$ cat src/rtl/cache_fill_unit_if.sv
`default_nettype none
// ============================================================================
// Module      : cache_fill_unit_if
// Description : Pipeline/memory/data-array signal bundle for cache_fill_unit.
// Revision    : 1.0 - initial release
// ============================================================================
interface cache_fill_unit_if #(
    parameter int ADDR_W = 16,
    parameter int DATA_W = 16
);
    logic              miss_detected;
    logic [ADDR_W-1:0] miss_address;
    logic              wr_req;
    logic [ADDR_W-1:0] wr_address;
    logic [DATA_W-1:0] wr_data;
    logic              mem_data_valid;
    logic [DATA_W-1:0] mem_data_in;
    logic              fsm_busy;
    logic              stall;
    logic              mem_req;
    logic              mem_we;
    logic [ADDR_W-1:0] mem_address;
    logic [DATA_W-1:0] mem_data_out;
    logic [ADDR_W-1:0] fill_address;
    logic              write_data_array;
    logic              write_tag_array;

    modport master (
        output miss_detected, miss_address, wr_req, wr_address, wr_data,
               mem_data_valid, mem_data_in,
        input  fsm_busy, stall, mem_req, mem_we, mem_address, mem_data_out,
               fill_address, write_data_array, write_tag_array
    );

    modport slave (
        input  miss_detected, miss_address, wr_req, wr_address, wr_data,
               mem_data_valid, mem_data_in,
        output fsm_busy, stall, mem_req, mem_we, mem_address, mem_data_out,
               fill_address, write_data_array, write_tag_array
    );
endinterface
`default_nettype wire

$ cat src/rtl/cache_fill_unit.sv
`default_nettype none
// ============================================================================
// Module      : cache_fill_unit
// Description : Block-fill controller with write-through store forwarding.
// Revision    : 1.0 - initial release
// ============================================================================
module cache_fill_unit #(
    parameter int ADDR_W          = 16,
    parameter int DATA_W          = 16,
    parameter int WORDS_PER_BLOCK = 8
) (
    input  logic               clk,
    input  logic               rst,
    cache_fill_unit_if.slave   bus
);
    localparam int BYTES   = DATA_W / 8;
    localparam int RX_W    = $clog2(WORDS_PER_BLOCK);
    localparam int ISSUE_W = RX_W + 1;

    localparam logic [ADDR_W-1:0]  c_BYTES       = ADDR_W'(BYTES);
    localparam logic [ADDR_W-1:0]  c_OFFSET_MASK = ADDR_W'(WORDS_PER_BLOCK * BYTES - 1);
    localparam logic [ISSUE_W-1:0] c_ISSUE_END   = ISSUE_W'(WORDS_PER_BLOCK);
    localparam logic [RX_W-1:0]    c_LAST_RX     = RX_W'(WORDS_PER_BLOCK - 1);

    typedef enum logic [0:0] {
        S_IDLE = 1'b0,
        S_FILL = 1'b1
    } state_t;

    state_t              r_state;
    logic [ADDR_W-1:0]   r_base;
    logic [ISSUE_W-1:0]  r_issueCnt;
    logic [RX_W-1:0]     r_rxCnt;

    logic w_busy;
    logic w_issuing;

    assign w_busy    = (r_state == S_FILL);
    assign w_issuing = (r_issueCnt < c_ISSUE_END);

    always_ff @(posedge clk or posedge rst) begin
        if (rst) begin
            r_state    <= S_IDLE;
            r_base     <= '0;
            r_issueCnt <= '0;
            r_rxCnt    <= '0;
        end else begin
            case (r_state)
                S_IDLE: begin
                    if (bus.miss_detected) begin
                        r_state    <= S_FILL;
                        r_base     <= bus.miss_address & ~c_OFFSET_MASK;
                        r_issueCnt <= '0;
                        r_rxCnt    <= '0;
                    end
                end
                S_FILL: begin
                    if (w_issuing) begin
                        r_issueCnt <= r_issueCnt + 1'b1;
                    end
                    // The final returned word closes the fill; the edge after it is IDLE.
                    if (bus.mem_data_valid) begin
                        if (r_rxCnt == c_LAST_RX) begin
                            r_state    <= S_IDLE;
                            r_issueCnt <= '0;
                            r_rxCnt    <= '0;
                        end else begin
                            r_rxCnt <= r_rxCnt + 1'b1;
                        end
                    end
                end
                default: r_state <= S_IDLE;
            endcase
        end
    end

    // Outputs are gated by rst so they drop the moment reset rises.
    always_comb begin
        bus.fsm_busy         = 1'b0;
        bus.stall            = 1'b0;
        bus.mem_req          = 1'b0;
        bus.mem_we           = 1'b0;
        bus.mem_address      = '0;
        bus.mem_data_out     = '0;
        bus.fill_address     = '0;
        bus.write_data_array = 1'b0;
        bus.write_tag_array  = 1'b0;
        if (!rst) begin
            bus.fsm_busy = w_busy;
            bus.stall    = bus.miss_detected | w_busy;
            if (w_busy) begin
                if (w_issuing) begin
                    bus.mem_req     = 1'b1;
                    bus.mem_address = r_base + ADDR_W'(r_issueCnt) * c_BYTES;
                end
                bus.fill_address = r_base + ADDR_W'(r_rxCnt) * c_BYTES;
                if (bus.mem_data_valid) begin
                    bus.write_data_array = 1'b1;
                    bus.write_tag_array  = (r_rxCnt == c_LAST_RX);
                end
            end else if (bus.wr_req && !bus.miss_detected) begin
                bus.mem_req      = 1'b1;
                bus.mem_we       = 1'b1;
                bus.mem_address  = bus.wr_address;
                bus.mem_data_out = bus.wr_data;
            end
        end
    end
endmodule
`default_nettype wire
$ cat src/flat_wrapper.sv
// flat-port wrapper written by rule: the top's interface ports become plain ports
module cache_fill_unit_flat 
#(
    parameter int ADDR_W          = 16,
    parameter int DATA_W          = 16,
    parameter int WORDS_PER_BLOCK = 8
)
  (clk, rst, bus_miss_detected, bus_miss_address, bus_wr_req, bus_wr_address, bus_wr_data, bus_mem_data_valid, bus_mem_data_in, bus_fsm_busy, bus_stall, bus_mem_req, bus_mem_we, bus_mem_address, bus_mem_data_out, bus_fill_address, bus_write_data_array, bus_write_tag_array);
  cache_fill_unit_if #(.ADDR_W(ADDR_W), .DATA_W(DATA_W)) bus_i ();
  input  logic clk;
  input  logic rst;
  input wire logic [$bits(bus_i.miss_detected)-1:0] bus_miss_detected;
  input wire logic [$bits(bus_i.miss_address)-1:0] bus_miss_address;
  input wire logic [$bits(bus_i.wr_req)-1:0] bus_wr_req;
  input wire logic [$bits(bus_i.wr_address)-1:0] bus_wr_address;
  input wire logic [$bits(bus_i.wr_data)-1:0] bus_wr_data;
  input wire logic [$bits(bus_i.mem_data_valid)-1:0] bus_mem_data_valid;
  input wire logic [$bits(bus_i.mem_data_in)-1:0] bus_mem_data_in;
  output wire logic [$bits(bus_i.fsm_busy)-1:0] bus_fsm_busy;
  output wire logic [$bits(bus_i.stall)-1:0] bus_stall;
  output wire logic [$bits(bus_i.mem_req)-1:0] bus_mem_req;
  output wire logic [$bits(bus_i.mem_we)-1:0] bus_mem_we;
  output wire logic [$bits(bus_i.mem_address)-1:0] bus_mem_address;
  output wire logic [$bits(bus_i.mem_data_out)-1:0] bus_mem_data_out;
  output wire logic [$bits(bus_i.fill_address)-1:0] bus_fill_address;
  output wire logic [$bits(bus_i.write_data_array)-1:0] bus_write_data_array;
  output wire logic [$bits(bus_i.write_tag_array)-1:0] bus_write_tag_array;
  assign bus_i.miss_detected = bus_miss_detected;
  assign bus_i.miss_address = bus_miss_address;
  assign bus_i.wr_req = bus_wr_req;
  assign bus_i.wr_address = bus_wr_address;
  assign bus_i.wr_data = bus_wr_data;
  assign bus_i.mem_data_valid = bus_mem_data_valid;
  assign bus_i.mem_data_in = bus_mem_data_in;
  assign bus_fsm_busy = bus_i.fsm_busy;
  assign bus_stall = bus_i.stall;
  assign bus_mem_req = bus_i.mem_req;
  assign bus_mem_we = bus_i.mem_we;
  assign bus_mem_address = bus_i.mem_address;
  assign bus_mem_data_out = bus_i.mem_data_out;
  assign bus_fill_address = bus_i.fill_address;
  assign bus_write_data_array = bus_i.write_data_array;
  assign bus_write_tag_array = bus_i.write_tag_array;
  cache_fill_unit #(.ADDR_W(ADDR_W), .DATA_W(DATA_W), .WORDS_PER_BLOCK(WORDS_PER_BLOCK)) u_core (.clk(clk), .rst(rst), .bus(bus_i));
endmodule
$ cat config.mk
export PLATFORM = sky130hd
export DESIGN_NAME = cache_fill_unit_flat
export DESIGN_NICKNAME = d
export VERILOG_FILES = /design/src/rtl/cache_fill_unit_if.sv /design/src/rtl/cache_fill_unit.sv /design/src/flat_wrapper.sv
export SDC_FILE = /design/constraint.sdc
export NUM_CORES = 1
export LEC_CHECK = 0
export CAP_MARGIN = 20
export CORE_MARGIN = 2
export CORE_UTILIZATION = 25
export DETAILED_ROUTE_END_ITERATION = 12
export PLACE_DENSITY = 0.75
export SYNTH_ARGS = -nofsm -noshare
export SYNTH_HDL_FRONTEND = slang
export SYNTH_SLANG_ARGS = --single-unit
$ cat constraint.sdc
create_clock -name clk -period 2.4 [get_ports clk]
set_input_delay 0.36 -clock clk [delete_from_list [all_inputs] [get_ports clk]]
set_output_delay 0.36 -clock clk [all_outputs]
set_load 0.02 [all_outputs]
# Yosys cells after proc, flatten, opt, wreduce, memory -nomap -nowiden
# Index checks and enable logic that the tools add are counted.
# totals
ff_bits,20
in_bits,69
output_inout_bits,54
wordCells,54
# op_classes
n_addsub,4
n_lt_le_gt_ge,1
n_eq_ne,3
n_mux,36
bitwise,2
reduce_logical,4
# ops
op,n
$mux W16,9
$mux W1,17
$add A16 B4 Y16,1
$add A16 B5 Y16,1
$mux W4,4
$mux W3,3
$pmux W4 S2,1
$pmux W3 S2,1
$add A4 B1 Y4 const B,1
$lt A4 B4 Y1 const B,1
$ne A2 B2 Y1 const B,2
$reduce_and A2 Y1,2
$add A3 B1 Y3 const B,1
$eq A3 B3 Y1 const B,1
$pmux W1 S2,1
$logic_and A1 B1 Y1,1
$logic_not A1 Y1,1
$not A1 Y1,1
$or A1 B1 Y1,1

# Logic depth before layout (Yosys ltp)
# Gate-level depths: netlist (run 1).
# logic_depth
word_depth,5
ltp_mapped,6
ltp_nobuf,5

# Worst setup path before layout (run 1)
# Ideal clock, no wire load.
# synth_path
path_type,input -> output
startpoint,input rst
endpoint,output bus_mem_data_out[10]
arrival_ns,1.576
required_time_ns,2.040
path_slack_ns,0.464
stages,5
cell_sequence,inv_1 > and3_4 > buf_6 > buf_6 > and2_1
# synth_between
elab_chain_len,1
# synth_rtl
element,line_no,text
"start, declared",flat_wrapper.sv:11,input logic rst;
$mux W16,cache_fill_unit.sv:88,if (!rst) begin
"end, declared",flat_wrapper.sv:24,output wire logic [$bits(bus_i.mem_data_out)-1:0] bus_mem_data_out;
# No other way between the ends.

# Worst setup path in the final report (run 1)
# layout_path
startpoint,input rst
endpoint,output bus_fill_address[5]
# layout_between
elab_chain_len,1
# layout_rtl
element,line_no,text
$mux W16,cache_fill_unit.sv:88,
"end, declared",flat_wrapper.sv:25,output wire logic [$bits(bus_i.fill_address)-1:0] bus_fill_address;
# No other way between the ends.

==> impl_metrics.py, run 1 <==
metrics = {
    "pwr": {
        "power.leakage_uw": 0.00139,
        "powerDensity_nw_per_um2": 902,
        "net-switching-power_uw": 900,
        "p_total_uw": 2260,
        "seqPwrFrac_pct": 29.0,
        "clkPwrFrac_pct": 11.5,
        "combPwrFrac_pct": 59.5,
        "intPower_uw": 1360,
        "max-vdd-ir-drop_mv": 0.293,
        "swShare_pct": 39.8,
    },
    "critical_path": {
        "cp_common_cell": "clkdlybuf4s50_1",
        "cp_slowest_cell": "clkdlybuf4s50_1",
        "worst_ep_required_time_ns": 2.04,
        "end_kind": "output port",
        "critPathKind": "primary input to output port",
        "crit_chain": "clkdlybuf4s50_1, and2b_1, buf_6, and2_1, clkdlybuf4s50_1",
        "startpoint_type": "primary input",
        "crit_fanout": 19,
        "cpPeakStageDelay_ns": 0.60,
        "crit_arrival_ns": 1.98,
        "crit_family": "buffers and inverters",
        "path_buf_inv": 3,
    },
    "sta": {
        "finalMaxSlewViolations": 0,
        "fin_crit_ns": 2.34,
        "min_period_over_period_pct": 97.4,
        "finalClockSkew_ns": 0.00576,
        "setup_viol": 0,
        "hold_slack_ns": 0.511,
        "rsz0062_at_grt": "false",
        "worst_slack_ns": 0.0614,
        "hold_viol": 0,
        "max_freq_mhz": 428,
    },
    "placement": {
        "dp_hpwl_um": 3220,
        "place_congestion": 0.698,
        "portBuffers": 101,
        "dpl_cell_area_sq_um": 2440,
        "place_ws_ns": -0.0737,
    },
    "synth": {
        "yosys_register_bits": 20,
        "yosys.cell_count.top_type": "and2_1",
        "ys_seq_area_share_pct": 37.0,
        "ys.flop_type": "dfrtp_1",
        "syn_inst": 129,
        "yosysWarnings": 0,
        "async_reset_ff_share_pct": 100,
        "synth.net_count": 202,
        "synth_area_sq_um": 1350,
        "synthDistinctLibCells": 30,
        "synth_top_cell_by_area": "dfrtp_1",
        "synth_top_area_share_pct": 37.0,
        "synthTopCellsByCount": "33 x and2_1, 20 x dfrtp_1, 16 x a22o_1",
        "synth_area_leaders": "dfrtp_1 37%, and2_1 15%, a22o_1 10%",
        "synth-edff-count": 0,
        "syn_area_per_cell_sq_um": 10.5,
    },
    "route": {
        "viasPerCell": 4.46,
        "drtIter0Drc": 33,
        "ant_nets": 0,
        "vias": 1350,
        "drc": 0,
        "drt_wl_total_um": 4120,
        "first_pass_iters": 4,
        "drt-wirelength-per-cell_um": 13.6,
    },
    "job": {
        "maxCapViolCount": 0,
    },
    "outcome": {
        "status": "finished clean",
    },
    "global_routing": {
        "grtUsageTotal_pct": 13.7,
        "grt_max_degree": 24,
        "first_global_vias": 1362,
        "overflow": 0,
        "grt_pass1_wl_um": 6630,
        "antenna_found_initial": 0,
    },
    "clock_tree": {
        "worst_skew_pair.late_latency_ns": 0.26,
        "ctsHtreeMaxLevel": 1,
        "cts_num_sinks": 20,
        "clk_pin_slew_ns": 0.08,
        "cts_tree": "done",
        "cts-buffers-inserted": 3,
        "ctsRootBufferMaster": "clkbuf_8",
        "postCtsHoldBufs": 0,
        "cts.path.max_buffers": 2,
    },
    "layout": {
        "layout-drive-gt1-share_pct": 13.7,
        "final_area_sq_um": 2510,
        "area_growth_pct": 85.4,
        "final_net_count": 307,
        "diodes": 0,
        "final_core_util_pct": 48.5,
    },
    "floorplanning": {
        "io_pins": 123,
        "rows": 26,
        "start_util_pct": 26.2,
        "die_h_um": 77.6,
        "core_area_sq_um": 5170,
        "die_w_um": 77.6,
        "die-area_sq_um": 6020,
    },
    "worst_hold_path": {
        "min_path_type": "primary input to async pin",
    },
}
-- per-stage QoR --
stage                     setup TNS [ns]  cells
after detailed placement           -1.10    297
after CTS                              0    303
after floorplan                        0    129
after global routing                   0    303
final                                  0    303
after global placement             -1.46    297
-- worst register-to-register path, delay by kind of cell, from the launching register on --
family                   cells  cell delay (ns)
AO/OA/AOI/OAI                2             0.47
flip-flops                   1             0.42
AND/OR/NAND/NOR              1             0.15
adder cells (fa/ha/maj)      2             0.42
-- layout by cell type, fill, tap and decap left out --
cell and instances:
a21o_1 1, mux2i_1 2, nand2_1 3, mux2_1 2, buf_6 1, clkdlybuf4s50_1 55
and2b_1 1, and2_1 33, conb_1 1, or2_2 2, and2_4 1, a32o_1 1
nor2_4 1, nor2b_2 1, ha_1 4, nand3b_1 1, a21boi_2 1, dlygate4sd2_1 33
mux2_2 11, a22o_1 16, nand4_1 1, buf_12 3, buf_4 6, and3_1 1
a21oi_1 2, nand2b_1 2, dlymetal6s2s_1 13, inv_1 3, nand3_1 1, and3_4 1
dfrtp_1 20, clkbuf_8 4, nor2_1 2, o21ai_0 3
-- path summary, 6_finish.rpt --
check	depth (start not counted)	slack, ns	to	startpoint
worst max-delay path	5	0.06	bus_fill_address[5]	rst
worst min-delay path	3	0.51	u_core.r_issueCnt[3]	rst
worst max register to register	5	0.87	u_core.r_issueCnt[3]	u_core.r_rxCnt[0]
worst min register to register	1	0.52	u_core.r_issueCnt[2]	u_core.r_issueCnt[2]
max in group asynchronous	3	1.67	u_core.r_base[14]	rst
min in group clk	1	0.52	u_core.r_issueCnt[2]	u_core.r_issueCnt[2]
-- what timing repair did --
action	4_1_cts	5_1_grt
setup endpoints to repair	34	17
buffers inserted	2	0
pin swaps	0	0
gates cloned	0	0
resized for setup	33	14
-- state kept, by name, indices dropped and copies added, names as in the netlist --
| signal | cells |
|---|---|
| u_core.r_base | 12 |
| u_core.r_issueCnt | 4 |
| u_core.r_rxCnt | 3 |
| u_core.r_state | 1 |
-- final cells by class --
cell class	instances	area [sq um]
fill	502	2660
timing repair buffer	111	1120
multi-input combinational	95	737
sequential	20	500
tap	70	87.6
clock buffer	4	55.1
inverter	3	11.3
-- cells by family (layout without fill, tap and decap cells) --
group           count (synthesis)  count (layout)  share of synthesized area [%]
simple gates                   51              51                           23.8
compound gates                 24              24                           14.3
flops                          20              20                           37.0
mux                            15              15                           12.3
buf+inv                        14             118                           8.60
fa+ha+maj                       4               4                           3.70
other cells                     1               1                          0.277
-- routing by layer --
| metal | track usage (%) | share of wire [%] | vias up |
|---|---|---|---|
| met3 | 4.65 | 11 | 2 |
| met2 | 24.1 | 50 | 66 |
| li1 | - | - | 656 |
| met1 | 15.4 | 39 | 626 |
| met5 | 0 | 0 | - |
| met4 | 4.64 | 0.83 | 0 |
-- power by group through the flow --
stage / clock (uW) / combinational [uW] / sequential (uW)
finish: 260 / 1350 / 656
global route: 282 / 1470 / 687
CTS: 264 / 1380 / 661
detailed placement: 0 / 1440 / 668
global placement: 0 / 1410 / 658
floorplan: 0 / 897 / 603
Note: power is estimated with default switching activity, not from simulation.
==> run 2, diff against run 1 <==
--- a/config.mk
+++ b/config.mk
@@ -10,6 +10,7 @@
 export CORE_UTILIZATION = 25
 export DETAILED_ROUTE_END_ITERATION = 12
 export PLACE_DENSITY = 0.75
+export REMOVE_ABC_BUFFERS = 1
 export SYNTH_ARGS = -nofsm -noshare
 export SYNTH_HDL_FRONTEND = slang
 export SYNTH_SLANG_ARGS = --single-unit
==> run 2 against run 1 <==
Clock power about the same. Setup slack improved by 0.0030 ns. Sequential cell count unchanged. Count of clock-buffer cells in the layout unchanged. Critical endpoint is now bus_mem_we. Sequential share of layout area increased by 0.35 points. Maximum frequency increased by 0.13%. Via count decreased by 2.3%. Core utilization decreased by 0.85 points. Die area unchanged. Global-route usage decreased by 0.39 points. Register-to-register slack got worse by 0.02 ns.
==> impl_metrics.py, run 2 (same netlist as run 1, synthesis figures left out) <==
metrics = {
    "outcome": {
        "status": "finished clean",
    },
    "clock_tree": {
        "ctsRootBufferMaster": "clkbuf_8",
        "cts-buffers-inserted": 3,
        "cts.path.max_buffers": 2,
        "worst_skew_pair.late_latency_ns": 0.26,
        "cts_num_sinks": 20,
        "clk_pin_slew_ns": 0.08,
        "ctsHtreeMaxLevel": 1,
        "cts_tree": "done",
    },
    "floorplanning": {
        "die-area_sq_um": 6020,
        "die_h_um": 77.6,
        "rows": 26,
        "core_area_sq_um": 5170,
        "io_pins": 123,
        "start_util_pct": 26.2,
        "die_w_um": 77.6,
    },
    "critical_path": {
        "end_kind": "output port",
        "crit_family": "buffers and inverters",
        "startpoint_type": "primary input",
        "worst_ep_required_time_ns": 2.04,
        "crit_arrival_ns": 1.98,
        "cp_slowest_cell": "clkdlybuf4s50_1",
        "crit_fanout": 10,
        "cpPeakStageDelay_ns": 0.60,
        "cp_common_cell": "clkdlybuf4s50_1",
        "path_buf_inv": 3,
        "critPathKind": "primary input to output port",
        "crit_chain": "clkdlybuf4s50_1, nor2_4, and3_4, buf_4, clkdlybuf4s50_1",
    },
    "sta": {
        "finalClockSkew_ns": 0.00431,
        "finalMaxSlewViolations": 0,
        "worst_slack_ns": 0.0644,
        "min_period_over_period_pct": 97.3,
        "setup_viol": 0,
        "rsz0062_at_grt": "false",
        "hold_viol": 0,
        "fin_crit_ns": 2.34,
        "hold_slack_ns": 0.514,
        "max_freq_mhz": 428,
    },
    "placement": {
        "dpl_cell_area_sq_um": 2420,
        "dp_hpwl_um": 3180,
        "portBuffers": 101,
        "dp.cells": 299,
        "place_ws_ns": -0.104,
        "place_congestion": 0.714,
    },
    "pwr": {
        "power.leakage_uw": 0.00135,
        "seqPwrFrac_pct": 29.4,
        "intPower_uw": 1330,
        "clkPwrFrac_pct": 11.7,
        "powerDensity_nw_per_um2": 894,
        "swShare_pct": 39.8,
        "net-switching-power_uw": 878,
        "max-vdd-ir-drop_mv": 0.306,
        "combPwrFrac_pct": 58.8,
    },
    "route": {
        "drt_wl_total_um": 4010,
        "first_pass_iters": 4,
        "drtIter0Drc": 31,
        "drc": 0,
        "vias": 1319,
        "viasPerCell": 4.35,
        "drt-wirelength-per-cell_um": 13.2,
        "ant_nets": 0,
    },
    "layout": {
        "regMostFlops": "u_core.r_base",
        "fin_cells": 303,
        "final_common_cell": "clkdlybuf4s50_1",
        "final_cell_mix": "56 x clkdlybuf4s50_1, 34 x dlygate4sd2_1, 33 x and2_1",
        "largest_registers": "u_core.r_base: 12 flops, u_core.r_issueCnt: 4 flops, u_core.r_rxCnt: 3 flops",
        "final_area_sq_um": 2470,
        "largest_reg_flops": 12,
        "final_net_count": 307,
        "layout-drive-gt1-share_pct": 13.7,
        "diodes": 0,
        "area_growth_pct": 82.2,
        "final_core_util_pct": 47.7,
    },
    "global_routing": {
        "grt_pass1_wl_um": 6440,
        "overflow": 0,
        "first_global_vias": 1316,
        "grtUsageTotal_pct": 13.3,
        "grt_max_degree": 21,
        "antenna_found_initial": 0,
    },
    "job": {
        "maxCapViolCount": 0,
    },
    "worst_hold_path": {
        "min_path_type": "primary input to async pin",
    },
}
-- run 2: per-stage QoR --
stage	power (uW)	TNS [ns]
detailed placement	2080	-1.81
global placement	2040	-1.61
finish	2200	0
global route	2390	0
floorplan	1430	0
CTS	2250	0
-- run 2: tightest hold or removal path: cells and delay by family --
kind	cells	cell delay (ns)
buffers and inverters	3	0.79
-- run 2: power groups by stage --
stage / clock network (uW) / logic, uW / registers [uW]
global placement: 0 / 1400 / 648
CTS: 268 / 1330 / 651
detailed placement: 0 / 1420 / 657
floorplan: 0 / 813 / 616
finish: 259 / 1300 / 649
global route: 290 / 1410 / 685
-- run 2: area by class of cell --
class	count	area (sq um)
repair buffers	111	1070
multi-input cells	95	737
well taps	70	87.6
flip-flops and latches	20	500
clock buffers	4	55.1
fillers	503	2710
inverters	3	11.3
-- run 2: worst paths after layout --
path                                   startpoint                    to  slack [ns]  depth (start not counted)
worst max register to register  u_core.r_rxCnt[0]  u_core.r_issueCnt[3]        0.85                          5
max in group asynchronous                     rst     u_core.r_base[15]        1.67                          3
min in group clk                u_core.r_base[14]     u_core.r_base[14]        0.52                          1
worst min register to register  u_core.r_base[14]     u_core.r_base[14]        0.52                          1
worst min-delay path                          rst        u_core.r_state        0.51                          3
worst max-delay path            bus_miss_detected            bus_mem_we        0.06                          5
-- run 2: metal layers --
layer	part of all wire (%)	vias up	wire length [um]	GRT usage, %
li1	-	650	-	-
met1	44	600	1750	16.3
met2	48	67	1930	23.7
met3	8.1	2	324	3.14
met4	0.20	0	8	2.68
met5	0	-	0	0
-- run 2: repair_timing --
item | CTS | global route
setup endpoints to repair | 34 | 14
gates resized for setup | 34 | 12
pin swaps | 0 | 0
hold buffers | 0 | 0
buffers inserted | 0 | 0
hold endpoints to repair | 0 | 0
cloned | 0 | 0
